$ cat src/rtl/multi_vc_buffer.sv
// multi_vc_buffer: NUM_VC independent circular flit FIFOs of DEPTH entries each,
// sitting between link receive logic and the per-VC input state of a router port.
// One write and one read per cycle, on any VCs. Each VC has its own pointers,
// occupancy count, full/empty flags and an on/off flow-control flag with hysteresis.
//
// Ports:
//   clk, rst        clock, synchronous active-high reset
//   wr_en_i         write request; wr_vc_i selects the VC, data_i is the flit
//   rd_en_i         pop request; rd_vc_i selects the VC
//   head_data_o     head flit of every VC, VC v at [v*DATA_W +: DATA_W] (from storage)
//   is_empty_o      per-VC empty flag (registered)
//   is_full_o       per-VC full flag (registered)
//   on_off_o        per-VC on/off credit flag (registered)
//   count_o         per-VC occupancy, VC v at [v*CNT_W +: CNT_W] (registered)
//   overflow_o      sticky: a write was dropped
//   underflow_o     sticky: a read was ignored
module multi_vc_buffer #(
  parameter int NUM_VC     = 2,
  parameter int DEPTH      = 8,
  parameter int DATA_W     = 64,
  parameter int OFF_THRESH = 2,
  parameter int ON_THRESH  = 2,
  localparam int VC_W      = (NUM_VC > 1) ? $clog2(NUM_VC) : 1,
  localparam int PTR_W     = (DEPTH > 1) ? $clog2(DEPTH) : 1,
  localparam int CNT_W     = $clog2(DEPTH + 1)
) (
  input  logic                     clk,
  input  logic                     rst,
  input  logic                     wr_en_i,
  input  logic [VC_W-1:0]          wr_vc_i,
  input  logic [DATA_W-1:0]        data_i,
  input  logic                     rd_en_i,
  input  logic [VC_W-1:0]          rd_vc_i,
  output logic [NUM_VC*DATA_W-1:0] head_data_o,
  output logic [NUM_VC-1:0]        is_empty_o,
  output logic [NUM_VC-1:0]        is_full_o,
  output logic [NUM_VC-1:0]        on_off_o,
  output logic [NUM_VC*CNT_W-1:0]  count_o,
  output logic                     overflow_o,
  output logic                     underflow_o
);

  logic [DATA_W-1:0] mem_q [NUM_VC][DEPTH];

  logic [PTR_W-1:0]  wptr_q  [NUM_VC];
  logic [PTR_W-1:0]  wptr_d  [NUM_VC];
  logic [PTR_W-1:0]  rptr_q  [NUM_VC];
  logic [PTR_W-1:0]  rptr_d  [NUM_VC];
  logic [CNT_W-1:0]  count_q [NUM_VC];
  logic [CNT_W-1:0]  count_d [NUM_VC];

  logic [NUM_VC-1:0] empty_q, empty_d;
  logic [NUM_VC-1:0] full_q, full_d;
  logic [NUM_VC-1:0] on_off_q, on_off_d;
  logic [NUM_VC-1:0] wr_hit, rd_hit;
  logic              overflow_q, overflow_d;
  logic              underflow_q, underflow_d;

  // Modulo-DEPTH increment; DEPTH need not be a power of two.
  function automatic logic [PTR_W-1:0] ptr_inc(input logic [PTR_W-1:0] ptr);
    if (ptr == PTR_W'(DEPTH - 1)) begin
      return '0;
    end
    return ptr + PTR_W'(1);
  endfunction

  // Acceptance decode. An out-of-range VC index matches no queue, so it
  // falls through to the drop/ignore path without any explicit range check.
  always_comb begin
    rd_hit = '0;
    wr_hit = '0;
    for (int v = 0; v < NUM_VC; v++) begin
      rd_hit[v] = rd_en_i && (rd_vc_i == VC_W'(v)) && (count_q[v] != '0);
      // A full queue still takes a write when the same VC pops this cycle.
      wr_hit[v] = wr_en_i && (wr_vc_i == VC_W'(v)) &&
                  ((count_q[v] != CNT_W'(DEPTH)) || rd_hit[v]);
    end
    overflow_d  = overflow_q  || (wr_en_i && (wr_hit == '0));
    underflow_d = underflow_q || (rd_en_i && (rd_hit == '0));
  end

  // Per-VC next state: pointers, count, flags and on/off hysteresis.
  always_comb begin
    for (int v = 0; v < NUM_VC; v++) begin
      wptr_d[v]   = wr_hit[v] ? ptr_inc(wptr_q[v]) : wptr_q[v];
      rptr_d[v]   = rd_hit[v] ? ptr_inc(rptr_q[v]) : rptr_q[v];
      count_d[v]  = count_q[v] + CNT_W'(wr_hit[v]) - CNT_W'(rd_hit[v]);
      empty_d[v]  = (count_d[v] == '0);
      full_d[v]   = (count_d[v] == CNT_W'(DEPTH));
      on_off_d[v] = on_off_q[v];
      if (wr_hit[v] && !rd_hit[v] && (int'(count_d[v]) > DEPTH - OFF_THRESH)) begin
        on_off_d[v] = 1'b0;
      end else if (rd_hit[v] && !wr_hit[v] && (int'(count_d[v]) < ON_THRESH)) begin
        on_off_d[v] = 1'b1;
      end
    end
  end

  always_ff @(posedge clk) begin
    if (rst) begin
      for (int v = 0; v < NUM_VC; v++) begin
        wptr_q[v]  <= '0;
        rptr_q[v]  <= '0;
        count_q[v] <= '0;
      end
      empty_q     <= '1;
      full_q      <= '0;
      on_off_q    <= '1;
      overflow_q  <= 1'b0;
      underflow_q <= 1'b0;
    end else begin
      for (int v = 0; v < NUM_VC; v++) begin
        wptr_q[v]  <= wptr_d[v];
        rptr_q[v]  <= rptr_d[v];
        count_q[v] <= count_d[v];
      end
      empty_q     <= empty_d;
      full_q      <= full_d;
      on_off_q    <= on_off_d;
      overflow_q  <= overflow_d;
      underflow_q <= underflow_d;
    end
  end

  // Flit storage is deliberately not reset; reset only clears the pointers.
  always_ff @(posedge clk) begin
    for (int v = 0; v < NUM_VC; v++) begin
      if (wr_hit[v] && !rst) begin
        mem_q[v][wptr_q[v]] <= data_i;
      end
    end
  end

  always_comb begin
    head_data_o = '0;
    count_o     = '0;
    for (int v = 0; v < NUM_VC; v++) begin
      head_data_o[v*DATA_W +: DATA_W] = mem_q[v][rptr_q[v]];
      count_o[v*CNT_W +: CNT_W]       = count_q[v];
    end
  end

  assign is_empty_o  = empty_q;
  assign is_full_o   = full_q;
  assign on_off_o    = on_off_q;
  assign overflow_o  = overflow_q;
  assign underflow_o = underflow_q;

endmodule

$ cat config.mk
export PLATFORM = sky130hd
export DESIGN_NAME = multi_vc_buffer
export DESIGN_NICKNAME = d
export VERILOG_FILES = /design/src/rtl/multi_vc_buffer.sv
export SDC_FILE = /design/constraint.sdc
export NUM_CORES = 1
export LEC_CHECK = 0
export ABC_AREA = 1
export CORE_MARGIN = 8
export CORE_UTILIZATION = 52
export CTS_CLUSTER_SIZE = 12
export DETAILED_ROUTE_END_ITERATION = 10
export GPL_TIMING_DRIVEN = 1
export HOLD_SLACK_MARGIN = 0.06
export PLACE_DENSITY = 0.71
export SETUP_SLACK_MARGIN = 0.2
export SLEW_MARGIN = 20
export SYNTH_ARGS = -nofsm -noshare
export SYNTH_HDL_FRONTEND = slang
export SYNTH_SLANG_ARGS = --single-unit
$ cat constraint.sdc
create_clock -name clk -period 9.2 [get_ports clk]
set_input_delay 2.3 -clock clk [delete_from_list [all_inputs] [get_ports clk]]
set_output_delay 2.3 -clock clk [all_outputs]
set_load 0.02 [all_outputs]
# --- Word level (Yosys, flattened, before mapping) ---
# Memory sizes are Yosys's and may differ from the RTL's.
# Cells that the tools add are included.
totals:
  register_bits: 8
  latchBits: 0
  ram_bits: 1044
  rom_bits: 0
  inputBits: 70
  output_inout_bits: 144
  elab_cells: 134
  n_memories: 4
memory_table:
  columns: ["name", "depth", "width", "rd", "rd_clocked_by_memory_dff", "write_ports", "line", "text"]
  rows:
  - ["mem_q", 2, 512, 2, 0, 1, "43", "logic [DATA_W-1:0] mem_q [NUM_VC][DEPTH];"]
  - ["count_q", 2, 4, 2, 0, 2, "49", "logic [CNT_W-1:0] count_q [NUM_VC];"]
  - ["rptr_q", 2, 3, 2, 0, 2, "47", "logic [PTR_W-1:0] rptr_q [NUM_VC];"]
  - ["wptr_q", 2, 3, 2, 0, 2, "45", "logic [PTR_W-1:0] wptr_q [NUM_VC];"]
classes:
  addsub: 8
  mul: 0
  div: 0
  n_lt_le_gt_ge: 10
  n_eq_ne: 8
  shift: 0
  muxes: 46
  n_bitwise: 12
  n_reduce_logical: 40
op_table:
  columns: ["cell", "n"]
  rows:
  - ["2-to-1 mux 512 bit", 4]
  - ["OR reduction 512 bit", 1]
  - ["binary-select mux 64 bit (select 3 bit)", 2]
  - ["demux 64 bit (select 3 bit)", 2]
  - ["2-to-1 mux 64 bit", 6]
  - ["2-to-1 mux 3 bit", 16]
  - ["logical AND 1 bit", 22]
  - ["greater-or-equal comparator 4 bit, second input constant", 4]
  - ["inverter 3 -> 4 bit", 4]
  - ["2-to-1 mux 1 bit", 14]
  - ["adder 3 x 1 -> 3 bit, second input constant", 4]
  - ["equality test 3 bit, second input constant", 4]
  - ["adder 4 x 1 -> 4 bit", 2]
  - ["equality test 4 bit, second input constant", 2]
  - ["greater-than comparator 4 x 3 -> 1 bit, second input constant", 2]
  - ["logical NOT 4 bit", 2]
  - ["less-than comparator 4 x 1 -> 1 bit, second input constant", 2]
  - ["less-than comparator 4 x 2 -> 1 bit, second input constant", 2]
  - ["2-to-1 mux 4 bit", 2]
  - ["inequality test 4 bit, second input constant", 2]
  - ["nonzero test 4 bit", 2]
  - ["subtractor 4 x 1 -> 4 bit", 2]
  - ["OR 1 bit", 6]
  - ["logical NOT 1 bit", 5]
  - ["other kinds (4)", 10]

# --- Depth between registers and ports, before layout ---
depth:
  depth_word: 11
  depth_mapped: 17
  depth_no_buf: 17

# --- Least setup slack after synthesis ---
# Ideal clock, no wire load.
synth_timing:
  path_type: "input -> register"
  start: "input rd_en_i"
  end: "memory mem_q[0][0] in the netlist's numbering (enable)"
  arrival_time_ps: 5683
  required_time_ps: 8714
  slack_ps: 3031
  cell_stages: 8
  n_path_buf: 0
  cell_sequence: "inv_1 > nor2_1 > nand2_1 > nand2_1 > nand2_1 > nor2_1 > nand2_1 > nor2_1"
synth_via:
  elab_chain_len: 9
  elab_cells_between_ends: 17
  cone_classes: "mux: 6; reduce/logical: 11"
synth_rtl:
  columns: ["element", "line", "text"]
  rows:
  - ["start, declared", "32", "input logic rd_en_i,"]
  - ["logical AND 1 bit (2 in a row)", "73", "rd_hit[v] = rd_en_i && (rd_vc_i == VC_W'(v)) && (count_q[v] != '0);"]
  - ["logical OR 1 bit", "76", "((count_q[v] != CNT_W'(DEPTH)) || rd_hit[v]);"]
  - ["logical AND 1 bit", "75", "wr_hit[v] = wr_en_i && (wr_vc_i == VC_W'(v)) &&"]
  - ["logical AND 1 bit", "128", "if (wr_hit[v] && !rst) begin"]
  - ["2-to-1 mux 1 bit", "128", null]
  - ["2-to-1 mux 512 bit (not written as such)", "129", "mem_q[v][wptr_q[v]] <= data_i;"]
  - ["OR reduction 512 bit (no source line)", null, null]
  - ["2-to-1 mux 1 bit (no source line) / 2-to-1 mux 512 bit (equally long branches)", null, null]
  - ["end, declared", "43", null]
# Parallel ways exist; a longest one is shown, timed or not.

==> results.json <==
{
  "status": "completed",
  "postCtsSetupBuffers": 0,
  "hold_viol": 0,
  "drt_iter0_markers": 2404,
  "min_period_over_period_pct": 69.3,
  "final_max_slew_viol_count": 0,
  "syn_area_sq_um": 41500,
  "whs_ps": 454,
  "track_usage_pct": 20.8,
  "syn_area_per_cell_sq_um": 12.3,
  "whs_path_depth": 2,
  "synth.area.top_cells": "edfxtp_1 74%, nor2_1 7.3%, o21ai_0 6.3%, nand2_1 3.9%, o21ai_1 3.0%",
  "leakagePower_nw": 16.2,
  "tns_ps": 0,
  "endpoint_kind": "output pin",
  "powerDensity_nw_per_um2": 246,
  "final_nets": 3631,
  "nFillCells": 6023,
  "route.final.wire_length_mm": 95.5,
  "vias": 25900,
  "vias_per_cell": 5.58,
  "first_pass_iters": 5,
  "clock_skew_ps": 17.6,
  "grt.overflow.total": 0,
  "ir_drop_mv": 0.149,
  "grt_pass1_vias": 25500,
  "clock_latency_ps": 650,
  "drc": 0,
  "rsz0062_at_grt": "no",
  "setup_viol": 0,
  "drive_above_1_share_pct": 5.20,
  "grt_first_pass_wirelength_mm": 147,
  "reg2reg_depth": 10,
  "grt_max_degree": 223,
  "hold_path.class": "reg -> reg",
  "antenna_found_initial": 3,
  "path_max_fanout": 107,
  "core_sq_um": 79000,
  "syn_nets": 3472,
  "cts-root-buf": "clkbuf_16",
  "die_area_sq_um": 89100,
  "synth_ff_type": "edfxtp_1",
  "hpwlAfterDp_mm": 52.0,
  "ys_ff_latch": 1052,
  "syn_inst": 3380,
  "worst-endpoint-required_ps": 6900,
  "htree_levels": 3,
  "portBuffers": 213,
  "yosysWarningCount": 0,
  "fmax_mhz": 157,
  "ant_nets": 0,
  "start_util_pct": 52.5,
  "clock_path_buffers": 3,
  "yosys.cell_types.count": 24,
  "area_delta_synth_final_pct": 14.6,
  "drv_cap": 0,
  "routedWlPerCell_um": 20.5,
  "post-synth-top-count-cell": "edfxtp_1",
  "worstMarginPinSlew_ps": 1150,
  "cts.repair.resized": 0,
  "io_pins": 214,
  "synth_top_area_cell": "edfxtp_1",
  "finish.utilization_pct": 60.2,
  "synth-seq-area-share_pct": 75.4,
  "critPathKind": "reg -> out",
  "synth_edf_count": 1024,
  "gp_congestion": 0.779,
  "synth_top_area_share_pct": 74.1,
  "tritoncts": "yes",
  "crit_arrival_ps": 4070,
  "clk_pin_slew_ps": 60,
  "die_w_um": 298,
  "holdBufCountCts": 0,
  "slew_headroom_pct": 23.1,
  "rows": 103,
  "ys_async_sr_fraction_pct": 0,
  "post-route-min-period_ps": 6370,
  "cts.sinks": 1052,
  "worst_setup_path_start_kind": "flop",
  "cts_buffers": 105,
  "die_h_um": 298,
  "synth_common_cells": "1024 x edfxtp_1, 809 x nor2_1, 525 x o21ai_0"
}
==> layout by cell type, fill, tap and decap left out, types with 2 or more instances in the layout <==
master	instances
fa_1	2
bufinv_16	2
edfxtp_1	1024
clkbuf_1	29
clkinv_8	2
nand3b_1	3
clkbuf_16	107
nor2_1	793
inv_6	4
buf_4	32
nor3_1	2
clkdlybuf4s50_1	213
dfxtp_1	22
o21ai_1	250
ha_1	20
nand2_1	435
nor2_4	16
dfxtp_4	6
clkinvlp_4	2
clkinv_2	5
nand3_1	18
o21ai_0	525
inv_1	45
buf_12	5
a211oi_1	2
clkinv_1	14
a21oi_1	11
==> power by group <==
part	switching (mW)	internal (mW)	total (mW)
Clock	1.70	2.17	3.86
Sequential	0.120	5.36	5.48
Combinational	1.52	0.813	2.33
Total	3.33	8.34	11.7
==> state kept, by name, indices dropped and copies added, names as in the netlist <==
| name | count |
|---|---|
| mem_q | 1024 |
| count_q | 8 |
| rptr_q | 6 |
| wptr_q | 6 |
| is_empty_o | 2 |
| is_full_o | 2 |
| on_off_o | 2 |
| overflow_o | 1 |
| underflow_o | 1 |
==> stage by stage <==
step	std cells	total power, mW	cell area (sq um)	setup slack (ps)
after CTS	4644	11.8	47500	2810
after global placement	4479	7.90	44400	3480
after detailed placement	4479	7.93	44400	3400
after floorplan	3380	6.92	41500	3030
after global routing	4648	12.2	47500	2580
final	4648	11.7	47500	2830
==> final cells by class <==
| type | instances | area, sq um | share of cell area, % |
|---|---|---|---|
| well taps | 1050 | 1310 | 2.76 |
| inverters | 49 | 198 | 0.416 |
| clock inverters | 29 | 235 | 0.495 |
| clock buffers | 136 | 2790 | 5.86 |
| multi-input cells | 2080 | 9170 | 19.3 |
| repair buffers | 251 | 2500 | 5.26 |
| flip-flops and latches | 1052 | 31300 | 65.9 |
| diodes | 1 | 2.50 | 0.00526 |
==> worst paths after layout <==
path / start / slack, ps / to
setup / recovery: rptr_q[0][3] / 2830 / head_data_o[106]
hold reg to reg: overflow_o / 450 / overflow_o
hold / removal: overflow_o / 450 / overflow_o
setup reg to reg: count_q[0][6] / 5740 / mem_q[0][582]
==> logic make-up after synthesis <==
kind of cell             synth area share (%)
flip-flops                               75.4
AO/OA/AOI/OAI                            9.52
AND/OR/NAND/NOR                          11.6
adder cells (fa/ha/maj)                 0.699
buffers and inverters                    2.74
XOR/XNOR                               0.0211
==> worst max-delay path, cell delays in order, from the launching register on <==
cell	delay, ps
dfxtp_4	580
inv_6	670
buf_4	750
o21ai_0	190
o21ai_0	110
nand2_1	70
nand2_1	220
clkdlybuf4s50_1	650
==> layer usage <==
| layer | GRT usage [%] | vias up | wire length, um |
|---|---|---|---|
| met5 | 0 | - | 0 |
| met4 | 6.58 | 0 | 2510 |
| met3 | 3.42 | 146 | 6390 |
| met2 | 35.2 | 839 | 47100 |
| met1 | 27.6 | 12800 | 39500 |
| li1 | - | 12200 | - |
Power figures use the tool's default switching activity.
